===== config.mk =====
export PLATFORM = sky130hd
export DESIGN_NAME = i2s_rx_ctrl_flat
export DESIGN_NICKNAME = d
export VERILOG_FILES = /design/src/rtl/i2s_rx_ctrl_if.sv /design/src/rtl/i2s_rx_ctrl.sv /design/src/flat_wrapper.sv
export SDC_FILE = /design/constraint.sdc
export NUM_CORES = 1
export LEC_CHECK = 0
export BUFFER_PORTS_ARGS = -buffer_cell sky130_fd_sc_hd__clkbuf_2
export CORE_MARGIN = 8
export CORE_UTILIZATION = 55
export DETAILED_ROUTE_END_ITERATION = 6
export GPL_ROUTABILITY_DRIVEN = 1
export PLACE_DENSITY = 0.72
export SYNTH_ARGS = -nofsm -noshare
export SYNTH_HDL_FRONTEND = slang
export SYNTH_SLANG_ARGS = --single-unit

===== constraint.sdc =====
create_clock -name HCLK -period 10.6 [get_ports HCLK]
set_input_delay 0.53 -clock HCLK [delete_from_list [all_inputs] [get_ports HCLK]]
set_output_delay 0.53 -clock HCLK [all_outputs]
set_load 0.05 [all_outputs]

===== src/rtl/i2s_rx_ctrl_if.sv =====
// SoC-facing sample FIFO port of the I2S receive controller.
// master = SoC/firmware side, slave = i2s_rx_ctrl.
interface i2s_rx_ctrl_if #(
   parameter int DATA_W     = 24,
   parameter int FIFO_DEPTH = 8
);
   localparam int LVL_W = $clog2(FIFO_DEPTH) + 1;

   logic              rd;
   logic [DATA_W-1:0] rdata;
   logic              rch;
   logic              empty;
   logic              full;
   logic [LVL_W-1:0]  level;
   logic [LVL_W-1:0]  fifo_thr;
   logic              irq;
   logic              overrun;
   logic              ovr_clr;

   modport master (
      output rd, fifo_thr, ovr_clr,
      input  rdata, rch, empty, full, level, irq, overrun
   );

   modport slave (
      input  rd, fifo_thr, ovr_clr,
      output rdata, rch, empty, full, level, irq, overrun
   );
endinterface


===== src/rtl/i2s_rx_ctrl.sv =====
// I2S master receiver: generates sck/ws, deserialises I2S_in into a FWFT sample FIFO.
// Optional STEREO_EN: push both slots and report the channel on rch (default: left slot only).
module i2s_rx_ctrl #(
   parameter int CLK_DIV    = 4,
   parameter int DATA_W     = 24,
   parameter int FIFO_DEPTH = 8
) (
   input  logic         HCLK,
   input  logic         HRESETn,
   input  logic         en,
   output logic         i2s_clk,
   output logic         ws,
   input  logic         I2S_in,
   i2s_rx_ctrl_if.slave fifo_if
);
   localparam int AW    = $clog2(FIFO_DEPTH);
   localparam int LW    = AW + 1;
   localparam int DIV_W = (CLK_DIV > 2) ? $clog2(CLK_DIV) : 1;
`ifdef STEREO_EN
   localparam int ENTRY_W = DATA_W + 1;
`else
   localparam int ENTRY_W = DATA_W;
`endif

   localparam logic [0:0] ST_IDLE = 1'b0;
   localparam logic [0:0] ST_RUN  = 1'b1;

   logic [0:0]        state;
   logic [DIV_W-1:0]  div_cnt;
   logic [5:0]        bcnt;
   logic [DATA_W-1:0] shreg;
   logic              push_pend;
`ifdef STEREO_EN
   logic              push_ch;
`endif

   logic [4:0] pos;
   logic       div_tc;
   logic       sck_rise;
   logic       sck_fall;
   logic       capture;
   logic       last_bit;
   logic       slot_ok;
   logic [5:0] bcnt_inc;

   assign pos      = bcnt[4:0];
   assign bcnt_inc = bcnt + 6'd1;
   assign div_tc   = (div_cnt == DIV_W'(CLK_DIV - 1));
   assign sck_rise = en && div_tc && !i2s_clk;
   assign sck_fall = en && div_tc && i2s_clk;
   assign capture  = sck_rise && (pos != 5'd0) && (pos <= 5'(DATA_W));
   assign last_bit = sck_rise && (pos == 5'(DATA_W));
`ifdef STEREO_EN
   assign slot_ok  = 1'b1;
`else
   assign slot_ok  = !bcnt[5];
`endif

   // Bit clock, slot counter and deserialiser; dropping en aborts the frame at once.
   always_ff @(posedge HCLK or negedge HRESETn) begin
      if (!HRESETn) begin
         state     <= ST_IDLE;
         div_cnt   <= '0;
         i2s_clk   <= 1'b0;
         ws        <= 1'b0;
         bcnt      <= '0;
         shreg     <= '0;
         push_pend <= 1'b0;
`ifdef STEREO_EN
         push_ch   <= 1'b0;
`endif
      end else if (!en) begin
         state     <= ST_IDLE;
         div_cnt   <= '0;
         i2s_clk   <= 1'b0;
         ws        <= 1'b0;
         bcnt      <= '0;
         shreg     <= '0;
         push_pend <= 1'b0;
      end else begin
         state     <= ST_RUN;
         div_cnt   <= div_tc ? '0 : div_cnt + 1'b1;
         if (div_tc)
            i2s_clk <= ~i2s_clk;
         if (sck_fall) begin
            bcnt <= bcnt_inc;
            ws   <= bcnt_inc[5];
         end
         if (capture)
            shreg <= DATA_W'({shreg, I2S_in});
         push_pend <= last_bit && slot_ok;
`ifdef STEREO_EN
         if (last_bit)
            push_ch <= bcnt[5];
`endif
      end
   end

   logic [ENTRY_W-1:0] mem [FIFO_DEPTH];
   logic [ENTRY_W-1:0] head;
   logic [ENTRY_W-1:0] push_data;
   logic [LW-1:0]      wr_ptr;
   logic [LW-1:0]      rd_ptr;
   logic [LW-1:0]      wr_nxt;
   logic [LW-1:0]      rd_nxt;
   logic [LW-1:0]      lvl_nxt;
   logic               full_r;
   logic               irq_r;
   logic               ovr_r;
   logic               empty_w;
   logic               push_req;
   logic               push_ok;
   logic               pop;
   logic               drop;

`ifdef STEREO_EN
   assign push_data = {push_ch, shreg};
`else
   assign push_data = shreg;
`endif

   assign empty_w  = (wr_ptr == rd_ptr);
   assign push_req = push_pend && (state == ST_RUN);
   assign pop      = fifo_if.rd && !empty_w;
   // A pop in the same cycle frees the slot, so a push at full still lands.
   assign push_ok  = push_req && (!full_r || pop);
   assign drop     = push_req && full_r && !pop;
   assign wr_nxt   = wr_ptr + LW'(push_ok);
   assign rd_nxt   = rd_ptr + LW'(pop);
   assign lvl_nxt  = wr_nxt - rd_nxt;

   always_ff @(posedge HCLK) begin
      if (push_ok)
         mem[wr_ptr[AW-1:0]] <= push_data;
   end

   // Head register keeps rdata valid on the same edge as a push/pop; it holds while empty.
   always_ff @(posedge HCLK or negedge HRESETn) begin
      if (!HRESETn) begin
         wr_ptr <= '0;
         rd_ptr <= '0;
         head   <= '0;
         full_r <= 1'b0;
         irq_r  <= 1'b0;
         ovr_r  <= 1'b0;
      end else begin
         wr_ptr <= wr_nxt;
         rd_ptr <= rd_nxt;
         if (rd_nxt != wr_nxt)
            head <= (rd_nxt == wr_ptr) ? push_data : mem[rd_nxt[AW-1:0]];
         full_r <= (lvl_nxt == LW'(FIFO_DEPTH));
         irq_r  <= (fifo_if.fifo_thr != '0) && (lvl_nxt >= fifo_if.fifo_thr);
         if (drop)
            ovr_r <= 1'b1;
         else if (fifo_if.ovr_clr)
            ovr_r <= 1'b0;
      end
   end

   assign fifo_if.rdata   = head[DATA_W-1:0];
`ifdef STEREO_EN
   assign fifo_if.rch     = head[DATA_W];
`else
   assign fifo_if.rch     = 1'b0;
`endif
   assign fifo_if.empty   = empty_w;
   assign fifo_if.full    = full_r;
   assign fifo_if.level   = wr_ptr - rd_ptr;
   assign fifo_if.irq     = irq_r;
   assign fifo_if.overrun = ovr_r;
endmodule


===== src/flat_wrapper.sv =====
// flat-port wrapper written by rule: the top's interface ports become plain ports
module i2s_rx_ctrl_flat 
#(
   parameter int CLK_DIV    = 4,
   parameter int DATA_W     = 24,
   parameter int FIFO_DEPTH = 8
)
  (HCLK, HRESETn, en, i2s_clk, ws, I2S_in, fifo_if_rd, fifo_if_fifo_thr, fifo_if_ovr_clr, fifo_if_rdata, fifo_if_rch, fifo_if_empty, fifo_if_full, fifo_if_level, fifo_if_irq, fifo_if_overrun);
  i2s_rx_ctrl_if #(.DATA_W(DATA_W), .FIFO_DEPTH(FIFO_DEPTH)) fifo_if_i ();
  input  logic HCLK;
  input  logic HRESETn;
  input  logic en;
  output logic i2s_clk;
  output logic ws;
  input  logic I2S_in;
  input wire logic [$bits(fifo_if_i.rd)-1:0] fifo_if_rd;
  input wire logic [$bits(fifo_if_i.fifo_thr)-1:0] fifo_if_fifo_thr;
  input wire logic [$bits(fifo_if_i.ovr_clr)-1:0] fifo_if_ovr_clr;
  output wire logic [$bits(fifo_if_i.rdata)-1:0] fifo_if_rdata;
  output wire logic [$bits(fifo_if_i.rch)-1:0] fifo_if_rch;
  output wire logic [$bits(fifo_if_i.empty)-1:0] fifo_if_empty;
  output wire logic [$bits(fifo_if_i.full)-1:0] fifo_if_full;
  output wire logic [$bits(fifo_if_i.level)-1:0] fifo_if_level;
  output wire logic [$bits(fifo_if_i.irq)-1:0] fifo_if_irq;
  output wire logic [$bits(fifo_if_i.overrun)-1:0] fifo_if_overrun;
  assign fifo_if_i.rd = fifo_if_rd;
  assign fifo_if_i.fifo_thr = fifo_if_fifo_thr;
  assign fifo_if_i.ovr_clr = fifo_if_ovr_clr;
  assign fifo_if_rdata = fifo_if_i.rdata;
  assign fifo_if_rch = fifo_if_i.rch;
  assign fifo_if_empty = fifo_if_i.empty;
  assign fifo_if_full = fifo_if_i.full;
  assign fifo_if_level = fifo_if_i.level;
  assign fifo_if_irq = fifo_if_i.irq;
  assign fifo_if_overrun = fifo_if_i.overrun;
  i2s_rx_ctrl #(.CLK_DIV(CLK_DIV), .DATA_W(DATA_W), .FIFO_DEPTH(FIFO_DEPTH)) u_core (.HCLK(HCLK), .HRESETn(HRESETn), .en(en), .i2s_clk(i2s_clk), .ws(ws), .I2S_in(I2S_in), .fifo_if(fifo_if_i));
endmodule

# Yosys cells after proc, flatten, opt, wreduce, memory -nomap -nowiden

Memory sizes are Yosys's and may differ from the RTL's.
Index checks and enable logic that the tools add are counted.

Register bits: 71
Memory bits (writable): 192
Input bits: 10
Output and inout bits: 35
Memories: 1

Memories:

| name       | words | width | read ports | clocked after memory_dff | write ports | RTL line          | text |
|---|---|---|---|---|---|---|---|
| u_core.mem | 8     | 24    | 1          | 0                        | 1           | i2s_rx_ctrl.sv:99 | `logic [ENTRY_W-1:0] mem [FIFO_DEPTH];` |

Add/sub/neg operators: 6
Magnitude comparators: 2
Eq/ne operators: 9
Muxes and demuxes: 17
Bitwise operators: 1
Reductions and logical operators: 22

Operator list:

| cell                  | count |
|---|---|
| $mux W24              | 3 |
| $logic_and A1 B1 Y1   | 13 |
| $mux W6               | 2 |
| $mux W1               | 10 |
| $add A4 B1 Y4         | 2 |
| $eq A4 B4 Y1          | 2 |
| $sub A4 B4 Y4         | 2 |
| $add A6 B1 Y6 const B | 1 |
| $ne A2 B1 Y1 const B  | 3 |
| $eq A5 B5 Y1 const B  | 1 |
| $le A5 B5 Y1 const B  | 1 |
| $logic_not A1 Y1      | 5 |
| $reduce_bool A5 Y1    | 1 |
| $eq A4 B4 Y1 const B  | 1 |
| $ge A4 B4 Y1          | 1 |
| $mux W2               | 2 |
| $ne A4 B4 Y1          | 1 |
| $reduce_bool A4 Y1    | 1 |
| $add A2 B1 Y2 const B | 1 |
| $eq A2 B2 Y1 const B  | 1 |
| $reduce_bool A2 Y1    | 1 |
| $logic_or A1 B1 Y1    | 1 |
| $not A1 Y1            | 1 |

# Longest topological paths before layout

Gate-level depths: netlist of the first run.

Depth after elaboration: 9
Mapped depth: 18
Mapped depth without buffers: 15

# Worst setup path before layout of the first run

Ideal clock, no wire load.

Kind: reg-to-reg
From: reg u_core.rd_ptr[2]
To: reg u_core.irq_r (netlist: u_core.fifo_if.irq)
Library setup time: 0.126 ns
Arrival: 3.615 ns
Required time: 10.474 ns
Slack: 6.858 ns
Cell stages (with the launch flop): 18
Period minus slack after synthesis: 3.742 ns
Path through: dfrtp_1 -> inv_1 -> ha_1 -> nand3_1 -> o21ai_0 -> inv_1 -> ha_1 -> ha_1 -> buf_6 -> buf_4 -> buf_2 -> inv_1 -> fa_1 -> ha_1 -> a21o_1 -> a21o_1 -> a21oi_1 -> nor2_1

Elaborated cells on any way between the ends: 10

RTL lines:

| what                   | RTL line           | text |
|---|---|---|
| from (decl)            | i2s_rx_ctrl.sv:103 | `logic [LW-1:0] rd_ptr;` |
| from (signal assigned) | i2s_rx_ctrl.sv:148 | `rd_ptr <= rd_nxt;` |
| $eq A4 B4 Y1           | i2s_rx_ctrl.sv:122 | `assign empty_w = (wr_ptr == rd_ptr);` |
| $logic_not A1 Y1       | i2s_rx_ctrl.sv:124 | `assign pop = fifo_if.rd && !empty_w;` |
| $logic_and A1 B1 Y1    | i2s_rx_ctrl.sv:124 |  |
| $add A4 B1 Y4          | i2s_rx_ctrl.sv:129 | `assign rd_nxt = rd_ptr + LW'(pop);` |
| net u_core.rd_nxt[1]   | i2s_rx_ctrl.sv:105 | `logic [LW-1:0] rd_nxt;` |
| $sub A4 B4 Y4          | i2s_rx_ctrl.sv:130 | `assign lvl_nxt = wr_nxt - rd_nxt;` |
| $ge A4 B4 Y1           | i2s_rx_ctrl.sv:152 | `irq_r <= (fifo_if.fifo_thr != '0) && (lvl_nxt >= fifo_if.fifo_thr);` |
| $logic_and A1 B1 Y1    | i2s_rx_ctrl.sv:152 |  |
| to (signal assigned)   | i2s_rx_ctrl.sv:152 |  |
| to (decl)              | i2s_rx_ctrl.sv:108 | `logic irq_r;` |

The timed path passes the listed nets, and every way through them passes these cells.
A chain may end at the register's enable or synchronous reset.

# Final worst setup path of the first run

From: reg u_core.wr_ptr[2]
To: reg u_core.head[4] (netlist: u_core.fifo_if.rdata[4])

Longest elaborated chain between the ends: 7
Elaborated cells on any way between the ends: 11

Ends and longest elaborated chain:

| what                                                   | RTL line           | text |
|---|---|---|
| from (decl)                                            | i2s_rx_ctrl.sv:102 | `logic [LW-1:0] wr_ptr;` |
| from (signal assigned)                                 | i2s_rx_ctrl.sv:147 | `wr_ptr <= wr_nxt;` |
| branches (longest 7 deep; another with $mem_v2 Z8 W24) | n/a                |  |
| to (signal assigned)                                   | i2s_rx_ctrl.sv:150 | `head <= (rd_nxt == wr_ptr) ? push_data : mem[rd_nxt[AW-1:0]];` |
| to (decl)                                              | i2s_rx_ctrl.sv:100 | `logic [ENTRY_W-1:0] head;` |

Parallel ways; which one is timed is not known.

==> flow_summary.json, run 1 <==
{
  "status": "complete, no violations",
  "rsz0062_at_grt": "no",
  "arrival_ns": 4.87,
  "crit_path_top_delay_cell": "buf_4",
  "initial_core_util": 0.563,
  "cp-end-kind": "register",
  "skew_ns": 0.0162,
  "antenna_found_initial": 0,
  "numCtsBuffers": 27,
  "power_density_nw_per_um2": 225,
  "ys_seq_area_frac": 0.682,
  "finalWirelength_mm": 20.6,
  "grt_usage": 0.174,
  "synth_cell_types": 40,
  "final_cell_area_um2": 12400,
  "syn_nets": 604,
  "ys_ff_latch": 262,
  "routedWlPerCell_um": 22.5,
  "path_clk_slew_ns": 0.06,
  "placed_area_um2": 11500,
  "grt_pass1_vias": 5846,
  "worst_ep_required_time_ns": 11.01,
  "area_delta_synth_final_pct": 12.9,
  "ys_warn_count": 0,
  "criticalPathCategory": "register to register",
  "fp.dieH_um": 158,
  "core_um2": 19600,
  "grt_max_degree": 71,
  "layout.nets": 658,
  "portBuffers": 43,
  "num_rows": 51,
  "cts_setup_buffers": 0,
  "synthCells": 575,
  "relSlewSlack": 0.283,
  "clk_latency_ns": 0.52,
  "netlist_top_cells_area": "edfxtp_1, dfrtp_1, mux4_2, mux2_4, mux2_2",
  "ios": 45,
  "cts_hold_buf": 0,
  "dieArea_um2": 24800,
  "routed_via_density": 5.69,
  "ant_nets": 0,
  "synth_top_area_cell": "edfxtp_1",
  "vias": 5204,
  "hold_violations": 0,
  "final-max-slew-violation-count": 0,
  "period_share": 0.421,
  "start_kind": "register",
  "gp_congestion": 0.773,
  "fmax_mhz": 224,
  "synth_commonest_cells": "edfxtp_1, dfrtp_1, mux4_2",
  "ir_drop_mv": 0.165,
  "num_antenna_cells": 0,
  "r2r_slack_ns": 6.14,
  "clock_sinks": 262,
  "drcViolationCount": 0,
  "p_leak_nw": 5.14,
  "dpl.hpwl_mm": 11.1,
  "synth_area_um2": 11000,
  "clock_path_buffers": 3,
  "dpl.cell_count": 865,
  "cts_resized": 0,
  "tritoncts": "done",
  "worst_pin_slew_ns": 1.07,
  "drt-initial-drc-count": 249,
  "drive_gt1_frac": 0.352,
  "grt.overflow.total": 0,
  "synth.top_cell.area_share": 0.523,
  "drtPass1Iterations": 4,
  "avgSynthCellArea_um2": 19.2,
  "hold_ws_ns": 0.124,
  "synthArstFlopShare": 0.267,
  "max_cap_violations": 0,
  "hp-class": "input port to async pin",
  "period_needed_ns": 4.46,
  "final_core_utilization": 0.635,
  "tns_ns": 0,
  "setup_viol": 0,
  "grt_first_pass_wirelength_mm": 32.8,
  "synth_edf_count": 192,
  "path_max_fanout": 51,
  "synthMostInstantiatedCell": "edfxtp_1",
  "fin_cells": 915,
  "synth_top_flop_cell": "edfxtp_1",
  "die_w_um": 158,
  "htree_levels": 1,
  "cp_slowest_stage_delay_ns": 0.65,
  "path_cells": "ha_1 -> nand3_1 -> o21ai_0 -> inv_1 -> ha_2 -> ha_4 -> xor2_4 -> buf_4 -> xor2_1 -> or4_1 -> buf_4 -> mux2_4 -> mux2_4",
  "cts-root-buf": "clkbuf_16"
}
[worst paths after layout]
check	from	endpoint	depth (start not counted)
max	u_core.wr_ptr[2]$_DFF_PN0_	u_core.fifo_if.rdata[4]$_DFFE_PN0N_	13
min	HRESETn	u_core.fifo_if.rdata[18]$_DFFE_PN0N_	1
max reg2reg	u_core.wr_ptr[2]$_DFF_PN0_	u_core.fifo_if.rdata[4]$_DFFE_PN0N_	13
min reg2reg	u_core.div_cnt[0]$_DFF_PN0_	u_core.div_cnt[0]$_DFF_PN0_	1
max in group asynchronous	HRESETn	u_core.push_data[15]$_DFFE_PN0P_	1
min in group HCLK	fifo_if_ovr_clr	u_core.fifo_if.overrun$_DFFE_PN0P_	2
[registers in the layout, indices dropped and copies added (netlist names)]
register / flops
u_core.mem: 192
u_core.fifo_if.rdata: 24
u_core.push_data: 24
u_core.bcnt: 6
u_core.rd_ptr: 4
u_core.wr_ptr: 4
u_core.div_cnt: 2
u_core.fifo_if.full: 1
u_core.fifo_if.irq: 1
u_core.fifo_if.overrun: 1
u_core.i2s_clk: 1
u_core.push_pend: 1
u_core.state: 1
[cells in the final DEF (no fill, tap or decap), types with 9 or more instances in the layout]
cell type / netlist / final
buf_4: 2 / 11
mux2i_1: 24 / 24
nand2_1: 9 / 9
nor2b_1: 25 / 24
inv_1: 19 / 19
dfrtp_1: 70 / 70
edfxtp_1: 192 / 192
clkbuf_2: 0 / 42
mux2_2: 32 / 32
mux4_2: 48 / 48
xnor2_1: 11 / 11
and2_1: 9 / 9
mux2_4: 40 / 40
ha_1: 17 / 15
clkbuf_16: 0 / 27
[critical path, delay by kind of cell, from the launching register on]
kind	cells	cell delay [ns]
and+or+nand+nor	2	0.65
buffers and inverters	3	1.05
xor gates and xnor gates	2	0.28
DFF	1	0.53
muxes	2	0.63
adders and majority gates	3	0.81
AOI/OAI and AO/OA	1	0.33
[report_power, final]
group	internal, mW	total, mW	leakage, nW	switching (mW)
Combinational	0.275	0.695	1.57	0.420
Clock	0.601	0.976	0.462	0.376
Sequential	1.11	1.12	3.11	0.0158
Total	1.98	2.79	5.14	0.811
[metrics by stage]
step | setup slack [ns] | power (mW)
global placement | 6.29 | 1.84
global route | 5.74 | 2.91
CTS | 6.06 | 2.83
detailed placement | 6.06 | 1.86
finish | 6.14 | 2.79
floorplan | 6.86 | 1.72
[area by class of cell]
class | count | area (um^2)
multi-input cells | 266 | 3300
repair buffers | 53 | 293
flip-flops and latches | 262 | 7520
well taps | 265 | 332
clock buffers | 38 | 767
clock inverters | 12 | 163
fillers | 1359 | 7150
inverters | 19 | 71.3
[metal layers]
| layer | global-route usage | part of all wire | wire length, um | vias to the layer above |
|---|---|---|---|---|
| met5 | 0 | 0 | 0 | - |
| met4 | 0.0381 | 0.012 | 243 | 0 |
| met3 | 0.0266 | 0.029 | 592 | 21 |
| met2 | 0.317 | 0.54 | 11000 | 84 |
| met1 | 0.215 | 0.42 | 8740 | 2774 |
| li1 | - | - | - | 2325 |
[cell families after synthesis]
group                      synth area share
DFF                                   0.682
muxes                                 0.207
and+or+nand+nor                      0.0359
buffers and inverters                0.0262
xor gates and xnor gates             0.0180
adders and majority gates            0.0229
AOI/OAI and AO/OA                   0.00749
other                              0.000340
No activity file was read; power rests on OpenSTA's default activity.
==> run 2, diff against run 1 <==
--- a/config.mk
+++ b/config.mk
@@ -10,7 +10,7 @@
 export CORE_UTILIZATION = 55
 export DETAILED_ROUTE_END_ITERATION = 6
 export GPL_ROUTABILITY_DRIVEN = 1
-export PLACE_DENSITY = 0.72
+export PLACE_DENSITY = 0.75
 export SYNTH_ARGS = -nofsm -noshare
 export SYNTH_HDL_FRONTEND = slang
 export SYNTH_SLANG_ARGS = --single-unit
==> constraint.sdc (replaced) <==
create_clock -name HCLK -period 4.06 [get_ports HCLK]
set_input_delay 0.203 -clock HCLK [delete_from_list [all_inputs] [get_ports HCLK]]
set_output_delay 0.203 -clock HCLK [all_outputs]
set_load 0.05 [all_outputs]
==> run 2 against run 1 <==
Power increased to 2.6 times the previous value; combinational power increased to 2.8 times the previous value; final cell count increased by 1.7%; highest routed layer unchanged; clock power increased by 140%; critical path depth decreased by 1; worst hold slack got worse by 0.012 ns; sequential power increased to 2.6 times the previous value.
==> flow_summary.json, run 2 (synthesis gave the netlist of run 1 again) <==
{
  "status": "complete, no violations",
  "p_leak_nw": 5.21,
  "finalWirelength_mm": 20.8,
  "layout.nets": 675,
  "vias": 5319,
  "grt.overflow.total": 0,
  "worst_pin_slew_ns": 1.00,
  "multi_input_area_um2": 3290,
  "drt-initial-drc-count": 353,
  "worst_ep_required_time_ns": 4.46,
  "worst_slack_ns": 0.411,
  "start_kind": "register",
  "post-place-ws_ns": 0.399,
  "skew_ns": 0.00870,
  "startpoint": "u_core.rd_ptr[2]$_DFF_PN0_",
  "relSlewSlack": 0.331,
  "rr_startpoint": "u_core.rd_ptr[2]$_DFF_PN0_",
  "clock_path_buffers": 3,
  "tns_ns": 0,
  "r2r_slack_ns": 0.41,
  "cp-end-kind": "register",
  "cts-root-buf": "clkbuf_16",
  "routedWlPerCell_um": 22.3,
  "final_cell_area_um2": 12600,
  "numCtsBuffers": 26,
  "ios": 45,
  "htree_levels": 1,
  "path_clk_slew_ns": 0.06,
  "largest_reg_flops": 192,
  "num_antenna_cells": 0,
  "reg2reg_to": "u_core.fifo_if.rdata[1]$_DFFE_PN0N_",
  "period_needed_ns": 3.65,
  "tritoncts": "done",
  "routed_via_density": 5.71,
  "num_rows": 51,
  "layout_commonest_cell": "edfxtp_1",
  "gp_congestion": 0.749,
  "max_cap_violations": 0,
  "drtPass1Iterations": 5,
  "cts_setup_buffers": 0,
  "grt_first_pass_wirelength_mm": 33.0,
  "power_density_nw_per_um2": 578,
  "setup_viol": 0,
  "drcViolationCount": 0,
  "grt_usage": 0.176,
  "antenna_found_initial": 0,
  "path_max_fanout": 12,
  "dieArea_um2": 24800,
  "die_w_um": 158,
  "fp.dieH_um": 158,
  "ir_drop_mv": 0.377,
  "hp-class": "input port to register",
  "criticalPathCategory": "register to register",
  "portBuffers": 43,
  "hold_violations": 0,
  "area_delta_synth_final_pct": 14.0,
  "initial_core_util": 0.563,
  "final-max-slew-violation-count": 0,
  "hold_ws_ns": 0.111,
  "period_share": 0.899,
  "core_um2": 19600,
  "grt_pass1_vias": 5899,
  "dpl.hpwl_mm": 11.7,
  "grt_max_degree": 71,
  "ant_nets": 0,
  "clock_sinks": 262,
  "placed_area_um2": 11600,
  "p_total_mw": 7.26,
  "endpoint": "u_core.fifo_if.rdata[1]$_DFFE_PN0N_",
  "ff2ff_path_depth": 12,
  "fillers": 1376,
  "clk_latency_ns": 0.52,
  "seq_area_um2": 7520,
  "final_cell_mix": "edfxtp_1, dfrtp_1, mux4_2",
  "drive_gt1_frac": 0.360,
  "rsz0062_at_grt": "no",
  "cts_resized": 0,
  "fmax_mhz": 274,
  "arrival_ns": 4.05
}
==> run 2: cell type report <==
cell class | count | area share
clock buffers | 35 | 0.0586
clock inverters | 13 | 0.0101
inverters | 19 | 0.00568
multi-input cells | 266 | 0.262
flip-flops and latches | 262 | 0.599
well taps | 265 | 0.0264
repair buffers | 71 | 0.0391
==> run 2: repair_timing <==
| action | CTS | global route |
|---|---|---|
| hold buffers | 5 | 0 |
| setup endpoints to repair | 0 | 0 |
| endpoints found under the hold margin | 73 | 0 |
==> run 2: stage by stage <==
step	util	instances
after CTS	0.641	931
after detailed placement	0.595	878
after floorplan	-	575
after global routing	0.641	931
after global placement	0.595	878
final	0.641	931
==> run 2: worst min path at each step <==
stage | startpoint | end | slack (ns) | cells after the start
after detailed placement | fifo_if_ovr_clr | u_core.fifo_if.overrun$_DFFE_PN0P_ | 0.41 | 2
after CTS | fifo_if_fifo_thr[3] | u_core.fifo_if.irq$_DFF_PN0_ | 0.1 | 5
final | fifo_if_fifo_thr[3] | u_core.fifo_if.irq$_DFF_PN0_ | 0.11 | 5
after floorplan | HRESETn | u_core.bcnt[0]$_DFFE_PN0P_ | -0.09 | 0
after global routing | fifo_if_fifo_thr[3] | u_core.fifo_if.irq$_DFF_PN0_ | 0.12 | 5
after global placement | fifo_if_ovr_clr | u_core.fifo_if.overrun$_DFFE_PN0P_ | 0.41 | 2
==> run 2: worst max-delay path, cell delays in order, from the launching register on <==
cell	delay (ns)
dfrtp_1	0.45
inv_1	0.08
ha_1	0.34
nand3_1	0.10
o21ai_0	0.22
inv_1	0.07
ha_1	0.25
ha_4	0.37
buf_4	0.29
mux4_2	0.53
mux2_2	0.27
mux2_2	0.28
mux2_2	0.27
==> run 2: where the power goes <==
part	internal, mW	switching (mW)	leakage [nW]	total, mW
clock	1.40	0.970	0.421	2.37
sequential	2.89	0.0408	3.11	2.93
combinational	0.812	1.14	1.68	1.96
==> run 2: layer usage <==
| layer | GRT usage | wire length, um |
|---|---|---|
| met5 | 0 | 0 |
| met4 | 0.0358 | 308 |
| met3 | 0.0263 | 949 |
| met2 | 0.321 | 11100 |
| met1 | 0.218 | 8480 |
